**src/rtl/uart_duplex_pkg.sv**
```systemverilog
// Shared state encodings and parameter helpers for the uart_duplex block.
package uart_duplex_pkg;

  typedef enum logic [2:0] {
    RxIdle   = 3'd0,
    RxStart  = 3'd1,
    RxData   = 3'd2,
    RxParity = 3'd3,
    RxStop   = 3'd4
  } rx_state_e;

  typedef enum logic [2:0] {
    TxIdle   = 3'd0,
    TxStart  = 3'd1,
    TxData   = 3'd2,
    TxParity = 3'd3,
    TxStop   = 3'd4
  } tx_state_e;

  function automatic int unsigned clks_per_bit(input int unsigned clk_hz,
                                               input int unsigned baud);
    return clk_hz / baud;
  endfunction

  function automatic bit data_bits_legal(input int unsigned n);
    return (n >= 5) && (n <= 9);
  endfunction

  function automatic bit stop_bits_legal(input int unsigned n);
    return (n == 1) || (n == 2);
  endfunction

endpackage

```
**src/rtl/uart_bit_timer.sv**
```systemverilog
// Per-bit cycle timer: counts 0..CLKS_PER_BIT-1 and wraps; held at 0 while clear is high.
module uart_bit_timer #(
  parameter int unsigned CLKS_PER_BIT = 104
) (
  input  logic clk,
  input  logic rst_n,
  input  logic clear,
  output logic half_tick,
  output logic bit_tick
);

  localparam int unsigned W = $clog2(CLKS_PER_BIT) + 1;
  localparam logic [W-1:0] LastCnt = W'(CLKS_PER_BIT - 1);
  localparam logic [W-1:0] HalfCnt = W'(CLKS_PER_BIT / 2);

  logic [W-1:0] cnt_q;

  always_ff @(posedge clk or negedge rst_n) begin
    if (!rst_n) begin
      cnt_q <= '0;
    end else if (clear || bit_tick) begin
      cnt_q <= '0;
    end else begin
      cnt_q <= cnt_q + 1'b1;
    end
  end

  assign bit_tick  = (cnt_q == LastCnt);
  assign half_tick = (cnt_q == HalfCnt);

endmodule

```
**src/rtl/uart_duplex.sv**
```systemverilog
// Full-duplex UART with valid/ready byte interfaces, mid-bit RX sampling and error pulses.
// Optional parity bit on both paths when UART_PARITY_EN is defined.
module uart_duplex
  import uart_duplex_pkg::*;
#(
  parameter int unsigned CLK_HZ     = 12000000,
  parameter int unsigned BAUD       = 115200,
  parameter int unsigned DATA_BITS  = 8,
  parameter int unsigned STOP_BITS  = 1,
  parameter int unsigned PARITY_ODD = 0
) (
  input  logic                 clk,
  input  logic                 rst_n,
  input  logic                 rx,
  output logic                 tx,
  input  logic [DATA_BITS-1:0] tx_data,
  input  logic                 tx_valid,
  output logic                 tx_ready,
  output logic [DATA_BITS-1:0] rx_data,
  output logic                 rx_valid,
  input  logic                 rx_ready,
  output logic                 rx_frame_err,
  output logic                 rx_overrun,
  output logic                 rx_parity_err
);

  localparam int unsigned CLKS_PER_BIT = clks_per_bit(CLK_HZ, BAUD);

`ifdef UART_PARITY_EN
  localparam bit ParityEn = 1'b1;
`else
  localparam bit ParityEn = 1'b0;
`endif

  if (!data_bits_legal(DATA_BITS)) begin : g_bad_data_bits
    $error("uart_duplex: DATA_BITS must be 5..9");
  end
  if (!stop_bits_legal(STOP_BITS)) begin : g_bad_stop_bits
    $error("uart_duplex: STOP_BITS must be 1 or 2");
  end

  // ---------------- RX path ----------------
  logic                 rx_meta, rx_s;
  rx_state_e            rx_state;
  logic [DATA_BITS-1:0] rx_shift;
  logic [3:0]           rx_cnt;
  logic                 rx_par_bad;
  logic                 rx_clear, rx_half, rx_bit;

  always_ff @(posedge clk or negedge rst_n) begin
    if (!rst_n) begin
      rx_meta <= 1'b1;
      rx_s    <= 1'b1;
    end else begin
      rx_meta <= rx;
      rx_s    <= rx_meta;
    end
  end

  // Timer restarts at the mid-start sample so data samples land mid-bit.
  assign rx_clear = (rx_state == RxIdle) || ((rx_state == RxStart) && rx_half);

  uart_bit_timer #(
    .CLKS_PER_BIT(CLKS_PER_BIT)
  ) u_rx_timer (
    .clk      (clk),
    .rst_n    (rst_n),
    .clear    (rx_clear),
    .half_tick(rx_half),
    .bit_tick (rx_bit)
  );

  always_ff @(posedge clk or negedge rst_n) begin
    if (!rst_n) begin
      rx_state      <= RxIdle;
      rx_shift      <= '0;
      rx_cnt        <= '0;
      rx_par_bad    <= 1'b0;
      rx_data       <= '0;
      rx_valid      <= 1'b0;
      rx_frame_err  <= 1'b0;
      rx_overrun    <= 1'b0;
      rx_parity_err <= 1'b0;
    end else begin
      rx_frame_err  <= 1'b0;
      rx_overrun    <= 1'b0;
      rx_parity_err <= 1'b0;
      if (rx_valid && rx_ready) begin
        rx_valid <= 1'b0;
      end
      case (rx_state)
        RxIdle: begin
          if (!rx_s) begin
            rx_state <= RxStart;
          end
        end
        RxStart: begin
          if (rx_half) begin
            if (rx_s) begin
              rx_state <= RxIdle;
            end else begin
              rx_state   <= RxData;
              rx_cnt     <= '0;
              rx_par_bad <= 1'b0;
            end
          end
        end
        RxData: begin
          if (rx_bit) begin
            rx_shift <= {rx_s, rx_shift[DATA_BITS-1:1]};
            if (rx_cnt == 4'(DATA_BITS - 1)) begin
              rx_state <= ParityEn ? RxParity : RxStop;
            end else begin
              rx_cnt <= rx_cnt + 4'd1;
            end
          end
        end
        RxParity: begin
          if (rx_bit) begin
            rx_par_bad <= ((^rx_shift) ^ rx_s) != 1'(PARITY_ODD);
            rx_state   <= RxStop;
          end
        end
        RxStop: begin
          if (rx_bit) begin
            rx_state <= RxIdle;
            if (!rx_s) begin
              rx_frame_err <= 1'b1;
            end else if (rx_par_bad) begin
              rx_parity_err <= 1'b1;
            end else if (rx_valid && !rx_ready) begin
              rx_overrun <= 1'b1;
            end else begin
              // Overrides the accept-clear above when a byte lands on the accept cycle.
              rx_data  <= rx_shift;
              rx_valid <= 1'b1;
            end
          end
        end
        default: rx_state <= RxIdle;
      endcase
    end
  end

  // ---------------- TX path ----------------
  tx_state_e            tx_state;
  logic [DATA_BITS-1:0] tx_shift;
  logic [3:0]           tx_cnt;
  logic                 tx_par;
  logic                 tx_stop_cnt;
  logic                 tx_clear, tx_bit, tx_half_unused;

  assign tx_clear = (tx_state == TxIdle);
  assign tx_ready = (tx_state == TxIdle);

  uart_bit_timer #(
    .CLKS_PER_BIT(CLKS_PER_BIT)
  ) u_tx_timer (
    .clk      (clk),
    .rst_n    (rst_n),
    .clear    (tx_clear),
    .half_tick(tx_half_unused),
    .bit_tick (tx_bit)
  );

  always_ff @(posedge clk or negedge rst_n) begin
    if (!rst_n) begin
      tx_state    <= TxIdle;
      tx          <= 1'b1;
      tx_shift    <= '0;
      tx_cnt      <= '0;
      tx_par      <= 1'b0;
      tx_stop_cnt <= 1'b0;
    end else begin
      case (tx_state)
        TxIdle: begin
          tx <= 1'b1;
          if (tx_valid) begin
            tx_shift <= tx_data;
            tx_par   <= (^tx_data) ^ 1'(PARITY_ODD);
            tx       <= 1'b0;
            tx_state <= TxStart;
          end
        end
        TxStart: begin
          if (tx_bit) begin
            tx       <= tx_shift[0];
            tx_shift <= tx_shift >> 1;
            tx_cnt   <= '0;
            tx_state <= TxData;
          end
        end
        TxData: begin
          if (tx_bit) begin
            if (tx_cnt == 4'(DATA_BITS - 1)) begin
              tx_stop_cnt <= 1'b0;
              if (ParityEn) begin
                tx       <= tx_par;
                tx_state <= TxParity;
              end else begin
                tx       <= 1'b1;
                tx_state <= TxStop;
              end
            end else begin
              tx       <= tx_shift[0];
              tx_shift <= tx_shift >> 1;
              tx_cnt   <= tx_cnt + 4'd1;
            end
          end
        end
        TxParity: begin
          if (tx_bit) begin
            tx       <= 1'b1;
            tx_state <= TxStop;
          end
        end
        TxStop: begin
          if (tx_bit) begin
            if (tx_stop_cnt == 1'(STOP_BITS - 1)) begin
              tx_state <= TxIdle;
            end else begin
              tx_stop_cnt <= tx_stop_cnt + 1'b1;
            end
          end
        end
        default: begin
          tx       <= 1'b1;
          tx_state <= TxIdle;
        end
      endcase
    end
  end

endmodule
```
**config.mk**
```make
export PLATFORM = sky130hd
export DESIGN_NAME = uart_duplex
export DESIGN_NICKNAME = d
export VERILOG_FILES = /design/src/rtl/uart_duplex_pkg.sv /design/src/rtl/uart_bit_timer.sv /design/src/rtl/uart_duplex.sv
export SDC_FILE = /design/constraint.sdc
export NUM_CORES = 1
export LEC_CHECK = 0
export CORE_ASPECT_RATIO = 2
export CORE_UTILIZATION = 24
export DETAILED_ROUTE_END_ITERATION = 8
export GPL_ROUTABILITY_DRIVEN = 1
export PLACE_DENSITY = 0.51
export SYNTH_ARGS = -nofsm -noshare
export SYNTH_HDL_FRONTEND = slang
export SYNTH_HIERARCHICAL = 1
export SYNTH_SLANG_ARGS = --single-unit
```
**constraint.sdc**
```tcl
create_clock -name clk -period 5.3 [get_ports clk]
set_input_delay 0.53 -clock clk [delete_from_list [all_inputs] [get_ports clk]]
set_output_delay 0.53 -clock clk [all_outputs]
set_load 0.05 [all_outputs]
```
==> results of run 1 <==
metal layers:
| metal | global-route usage [%] | wire length, µm | vias up |
|---|---|---|---|
| met5 | 0 | 0 | - |
| met4 | 6.66 | 163 | 0 |
| met3 | 2.31 | 194 | 9 |
| met2 | 17.6 | 3280 | 31 |
| met1 | 10.4 | 2520 | 1064 |
| li1 | - | - | 1034 |
report_power, final:
part	switching (mW)	internal [mW]	leakage [nW]
logic	0.0814	0.0955	0.711
clock network	0.200	0.449	0.166
registers	0.0464	0.529	0.813
worst register-to-register path: cells and delay by family, from the launching register on:
family	cells	cell delay [ps]
AO/OA/AOI/OAI	1	100
adder cells (fa/ha/maj)	1	250
AND/OR/NAND/NOR	3	850
flip-flops	1	410
multiplexers	2	550
area by class of cell:
class / instances / area share [%]
clock inverters: 3 / 1.69
well taps: 150 / 4.86
inverters: 11 / 1.07
multi-input cells: 192 / 38.1
flip-flops and latches: 62 / 40.3
clock buffers: 13 / 7.00
repair buffers: 28 / 7.00
metrics by stage:
stage | cells | total power, mW | area (µm²)
finish | 459 | 1.40 | 3860
detailed placement | 443 | 0.763 | 3520
global placement | 443 | 0.756 | 3520
CTS | 459 | 1.43 | 3860
floorplan | 280 | 0.712 | 3150
global route | 459 | 1.47 | 3860
cell usage in the layout, fill, tap and decap left out, types with 3 or more instances in the layout:
cell type         n
o21ai_0           6
clkdlybuf4s50_1  25
clkbuf_8          3
nand3b_1          3
ha_1              6
nor3_1            3
clkbuf_16         9
dfstp_2           3
nor2_1           26
nand4_1           5
nand3_1          11
a21oi_1           9
xnor2_1           6
dfrtp_1          59
nor2b_1           8
inv_1            11
xor2_1            8
mux2_2           31
nor4b_1           3
mux2i_1           4
a31oi_1           4
nand2b_1          7
and3_1            4
nand2_1           9
how the worst min path moves through the flow:
stage,to,slack [ps]
5_1_grt,tx_shift[6],190
3_5_place_dp,rx_s,350
6_report,tx_shift[6],150
3_3_place_gp,rx_s,350
4_1_cts,tx_shift[7],150
2_1_floorplan,rx_cnt[0],230
flip-flops by register name, indices dropped and copies added (netlist names):
name and flops:
tx_shift 8, rx_meta 1, u_tx_timer/cnt_q 8, rx_parity_err 1, rx_s 1, rx_cnt 4
rx_par_bad 1, rx_overrun 1, rx_frame_err 1, rx_valid 1, rx_data 8, tx 1
rx_shift 8, tx_cnt 4, u_rx_timer/cnt_q 8, tx_state 3, rx_state 3
==> qor_table.md, run 1 <==
| Result | This run | Unit |
| --- | --- | --- |
| Run status | completed | - |
| Avg Synthesized Cell Area | 11.3 | µm² |
| Yosys Warn Count | 6 | - |
| Worst setup path endpoint | tx_ready | - |
| Synthesized cell area | 3150 | µm² |
| Buffer cell driving the clock tree root | clkbuf_16 | - |
| GRT overflow | 0 | - |
| CTS tree | built | - |
| Starting Density | 24.8 | % |
| Die area | 13,600 | µm² |
| Number of buffers inserted during clock tree synthesis | 9 | - |
| Die Y | 164 | µm |
| Critical Path End Type | output port | - |
| CTS Sinks | 62 | - |
| Setup Buffers After CTS | 0 | - |
| Worst-margin pin slew | 916 | ps |
| CTS Hold Buffers Added | 0 | - |
| Longest individual stage delay on the worst path | 950 | ps |
| Leakage power | 1.69 | nW |
| Core region area | 12,700 | µm² |
| Total Negative Setup Slacks | 0 | ps |
| Sequential cell area | 1560 | µm² |
| Synth Net Count | 299 | - |
| Weighted congestion at the end of routability-driven global placement | 0.800 | - |
| Start point of the critical path | tx_state[2] | - |
| Maximum clock frequency | 316 | MHz |
| Final hold vios | 0 | - |
| Clk_lat worst skew | 320 | ps |
| Skew final | 4.42 | ps |
| Max-slew violations | 0 | - |
| Final design utilization | 30.4 | % |
| Detailed-routing iteration count for the pre-antenna-repair pass | 4 | - |
| Iteration-0 DRC count of the detailed router | 100 | - |
| Die width | 83.1 | µm |
| Setup CP Type | register to output port | - |
| Crit Path Max Fanout | 12 | - |
| Worst-path clk slew | 50 | ps |
| Buf/Inv on CP | 1 | - |
| Synth-to-layout area growth | 22.4 | % |
| Share of the clock period used by the worst path after layout | 59.8 | % |
| Vias post-DR | 2,138 | - |
| Cell count after synthesis | 280 | - |
| Diode count | 0 | - |
| Worst IR Drop VDD | 0.000234 | V |
| Count of filler cells inserted in the layout | 1,289 | - |
| Global routing usage summed across all routing layers | 9.95 | % |
| I/O pin count | 27 | - |
| Share of final-layout standard cells stronger than drive strength 1 | 20.4 | % |
| Worst min-delay path class | primary input to async pin | - |
| Antenna violations before repair | 0 | - |
| Number of setup violations in the final report | 0 | - |
| H-tree depth | 3 | - |
| Final-layout worst hold slack | 148 | ps |
| Via count of the first global-routing pass | 2,257 | - |
| Maximum buffer depth of the clock tree | 2 | - |
| Quantity of gates resized following cts | 0 | - |
| Number of nets still failing antenna checks after routing | 0 | - |
| Cell area power density | 363 | nW/µm² |
| Global-route wire length before repair | 10,700 | µm |
| Port Buffers | 26 | - |
| Data arrival at the endpoint of the critical path | 2640 | ps |
| Maximum number of pins on one net before global-route repair | 44 | - |
| Top Family by Delay on Critical Path | buffers and inverters | - |
| Slowest cell on the critical path | clkdlybuf4s50_1 | - |
| Row cnt | 58 | - |
| Remaining design rule violation count | 0 | - |
| Final Critical Period | 3170 | ps |
| CP Launch Type | register | - |
| Area of combinational cells with multiple inputs | 1470 | µm² |
| Worst reg2reg endpoint | tx_shift[4] | - |
| Worst slack after detailed placement | 2460 | ps |
| Unrepaired setup endpoints after global routing | false | - |
| Data required time of the critical path | 4770 | ps |
| Logic depth of the worst setup path including buffers | 2 | - |
| HPWL after detailed placement | 4320 | µm |
| Routed via count divided by cell count | 4.66 | - |
| Slack of the critical path | 2130 | ps |
| Sequence of cells on the critical path | nor3_1 -> clkdlybuf4s50_1 | - |
| Wire length per cell after detailed routing | 13.4 | µm |
| Flop2flop setup slack | 3020 | ps |
| Wire length after detailed routing | 6160 | µm |
| Remaining max-slew budget at the tightest pin | 38.5 | % |
| R2R cell count | 7 | - |
| Net count of the finished layout | 323 | - |
| Reg2Reg Launch Point | u_tx_timer/cnt_q[0] | - |
| Maximum capacitance violations | 0 | - |
No activity file was read; power rests on OpenSTA's default activity.
==> run 2: changes to the inputs <==
==> constraint.sdc (replaced) <==
create_clock -name clk -period 3.2 [get_ports clk]
set_input_delay 0.32 -clock clk [delete_from_list [all_inputs] [get_ports clk]]
set_output_delay 0.32 -clock clk [all_outputs]
set_load 0.05 [all_outputs]
==> run 2 against run 1 <==
  * Via count grew 1.1%
  * Global-route usage grew 0.098 points
  * Hold slack lost 140 ps
  * Clock power grew 43%
  * Final area shrank 0.94%
  * Non-clock buffer count grew 1
  * Critical path depth grew 1
  * Sequential share of layout area grew 0.38 points
  * Sequential cell count is the same
  * Register-to-register slack lost 2100 ps
  * Highest routed layer unchanged
==> qor_table.md, run 2 (same netlist as run 1, synthesis figures left out) <==
| Result | This run | Unit | Delta |
| --- | --- | --- | --- |
| Detailed-routing iteration count for the pre-antenna-repair pass | 4 | - | unchanged |
| Routed via count divided by cell count | 4.70 | - | was 4.66 |
| Vias post-DR | 2,161 | - | was 2,138 |
| Worst setup path endpoint | tx_ready | - | unchanged |
| Share of the clock period used by the worst path after layout | 77.4 | % |  |
| Via count of the first global-routing pass | 2,309 | - | was 2,257 |
| Global-route wire length before repair | 10,600 | µm | was 10,700 µm |
| Most used cells in the layout excluding fill and tap cells | dfrtp_1 (59), mux2_2 (31), nor2_1 (26), clkdlybuf4s50_1 (25) | - | unchanged |
| Maximum buffer depth of the clock tree | 2 | - | unchanged |
| Port Buffers | 26 | - | unchanged |
| Flop2flop setup slack | 920 | ps | was 3020 ps |
| Unrepaired setup endpoints after global routing | false | - | unchanged |
| Post-Place Cells | 444 | - | was 443 |
| Worst-margin pin slew | 631 | ps | was 916 ps |
| Data required time of the critical path | 2880 | ps | was 4770 ps |
| Critical Path End Type | output port | - | unchanged |
| Worst reg2reg endpoint | rx_shift[5] | - | was tx_shift[4] |
| Diode count | 0 | - | unchanged |
| Worst min-delay path class | primary input to async pin | - | unchanged |
| Leading cell type in the layout, fill and taps excluded | dfrtp_1 | - | unchanged |
| Final design utilization | 30.1 | % | was 30.4% |
| Maximum capacitance violations | 0 | - | unchanged |
| H-tree depth | 3 | - | unchanged |
| Crit Path Max Fanout | 12 | - | unchanged |
| Worst IR Drop VDD | 0.000360 | V | was 0.000234 V |
| CTS Hold Buffers Added | 0 | - | unchanged |
| Wire length after detailed routing | 6280 | µm | was 6160 µm |
| Global routing usage summed across all routing layers | 10.0 | % | was 9.95% |
| Share of final-layout standard cells stronger than drive strength 1 | 19.4 | % | was 20.4% |
| Starting Density | 24.8 | % | unchanged |
| Number of setup violations in the final report | 0 | - | unchanged |
| Skew final | 6.11 | ps | was 4.42 ps |
| Number of nets still failing antenna checks after routing | 0 | - | unchanged |
| Run status | completed | - | unchanged |
| GRT overflow | 0 | - | unchanged |
| Cell area power density | 570 | nW/µm² | was 363 nW/µm² |
| Sequential cell area | 1560 | µm² | unchanged |
| Final Critical Period | 2480 | ps |  |
| Slack of the critical path | 724 | ps | was 2130 ps |
| Remaining max-slew budget at the tightest pin | 58.0 | % | was 38.5% |
| Maximum clock frequency | 404 | MHz |  |
| Worst-path clk slew | 50 | ps | about the same |
| Area of combinational cells with multiple inputs | 1470 | µm² | unchanged |
| CTS tree | built | - | unchanged |
| Die Y | 164 | µm | unchanged |
| Start point of the critical path | tx_state[2] | - | unchanged |
| Core region area | 12,700 | µm² | unchanged |
| Net count of the finished layout | 324 | - | was 323 |
| Clk_lat worst skew | 330 | ps | was 320 ps |
| Total Negative Setup Slacks | 0 | ps | unchanged |
| Remaining design rule violation count | 0 | - | unchanged |
| Finished Layout Cells | 460 | - | was 459 |
| Wire length per cell after detailed routing | 13.6 | µm | was 13.4 µm |
| Worst slack after detailed placement | 920 | ps | was 2460 ps |
| CTS Sinks | 62 | - | unchanged |
| Data arrival at the endpoint of the critical path | 2160 | ps | was 2640 ps |
| Synth-to-layout area growth | 21.2 | % | was 22.4% |
| R2R cell count | 6 | - | was 7 |
| Maximum number of pins on one net before global-route repair | 38 | - | was 44 |
| Reg2Reg Launch Point | u_rx_timer/cnt_q[0] | - | was u_tx_timer/cnt_q[0] |
| CP Launch Type | register | - | unchanged |
| I/O pin count | 27 | - | unchanged |
| Setup CP Type | register to output port | - | unchanged |
| Number of buffers inserted during clock tree synthesis | 9 | - | unchanged |
| Weighted congestion at the end of routability-driven global placement | 0.790 | - | was 0.800 |
| Antenna violations before repair | 0 | - | unchanged |
| Count of filler cells inserted in the layout | 1,296 | - | was 1,289 |
| Die width | 83.1 | µm | unchanged |
| HPWL after detailed placement | 4490 | µm | was 4320 µm |
| Final hold vios | 0 | - | unchanged |
| Setup Buffers After CTS | 0 | - | unchanged |
| Iteration-0 DRC count of the detailed router | 79 | - | was 100 |
| Buffer cell driving the clock tree root | clkbuf_16 | - | unchanged |
| Die area | 13,600 | µm² | unchanged |
| Leakage power | 1.67 | nW | was 1.69 nW |
| Quantity of gates resized following cts | 0 | - | unchanged |
| Max-slew violations | 0 | - | unchanged |
| Row cnt | 58 | - | unchanged |
## run 2: cell types whose count changed in the layout (fill, tap and decap cells not counted)
cell | previous run | this run
clkbuf_8 | 3 | 0
buf_12 | 0 | 1
clkbuf_1 | 1 | 5
bufinv_16 | 2 | 1
## run 2: final cells by class
cell class	count	area share, %
clock buffers	14	6.38
inverters	11	1.08
repair buffers	29	7.59
flip-flops and latches	62	40.7
multi-input cells	192	38.4
well taps	150	4.91
clock inverters	2	0.917
## run 2: per-stage QoR
stage                     instance area (µm²)  hold slack [ps]  power [mW]
after floorplan                          3150             24.4        1.18
after global placement                   3540              347        1.26
after detailed placement                 3540              348        1.27
after CTS                                3820             24.1        2.21
after global routing                     3820             64.4        2.29
final                                    3820             8.22        2.18
## run 2: critical path, stage by stage, from the launching register on
cell             delay [ps]
dfrtp_1                 570
nor3_1                  260
buf_4                   190
clkdlybuf4s50_1         800
## run 2: metal layers
layer / global-route usage, % / up-vias / part of all wire (%)
met1: 9.74 / 1065 / 39
li1: - / 1046 / -
met3: 2.46 / 16 / 2.9
met4: 7.60 / 0 / 3.8
met5: 0 / - / 0
met2: 18.2 / 34 / 54
## run 2: worst min path at each step
| stage | from | to | slack (ps) | depth (start not counted) |
|---|---|---|---|---|
| 5_1_grt | rst_n | tx_shift[6] | 60 | 1 |
| 3_3_place_gp | rx_meta | rx_s | 350 | 0 |
| 6_report | rst_n | tx_shift[6] | 8 | 1 |
| 2_1_floorplan | rst_n | rx_cnt[0] | 20 | 0 |
| 4_1_cts | rst_n | tx_shift[6] | 20 | 1 |
| 3_5_place_dp | rx_meta | rx_s | 350 | 0 |
## run 2: power by group
part / internal, mW / switching, mW
Combinational: 0.161 / 0.136
Clock: 0.602 / 0.324
Sequential: 0.876 / 0.0796
Total: 1.64 / 0.540
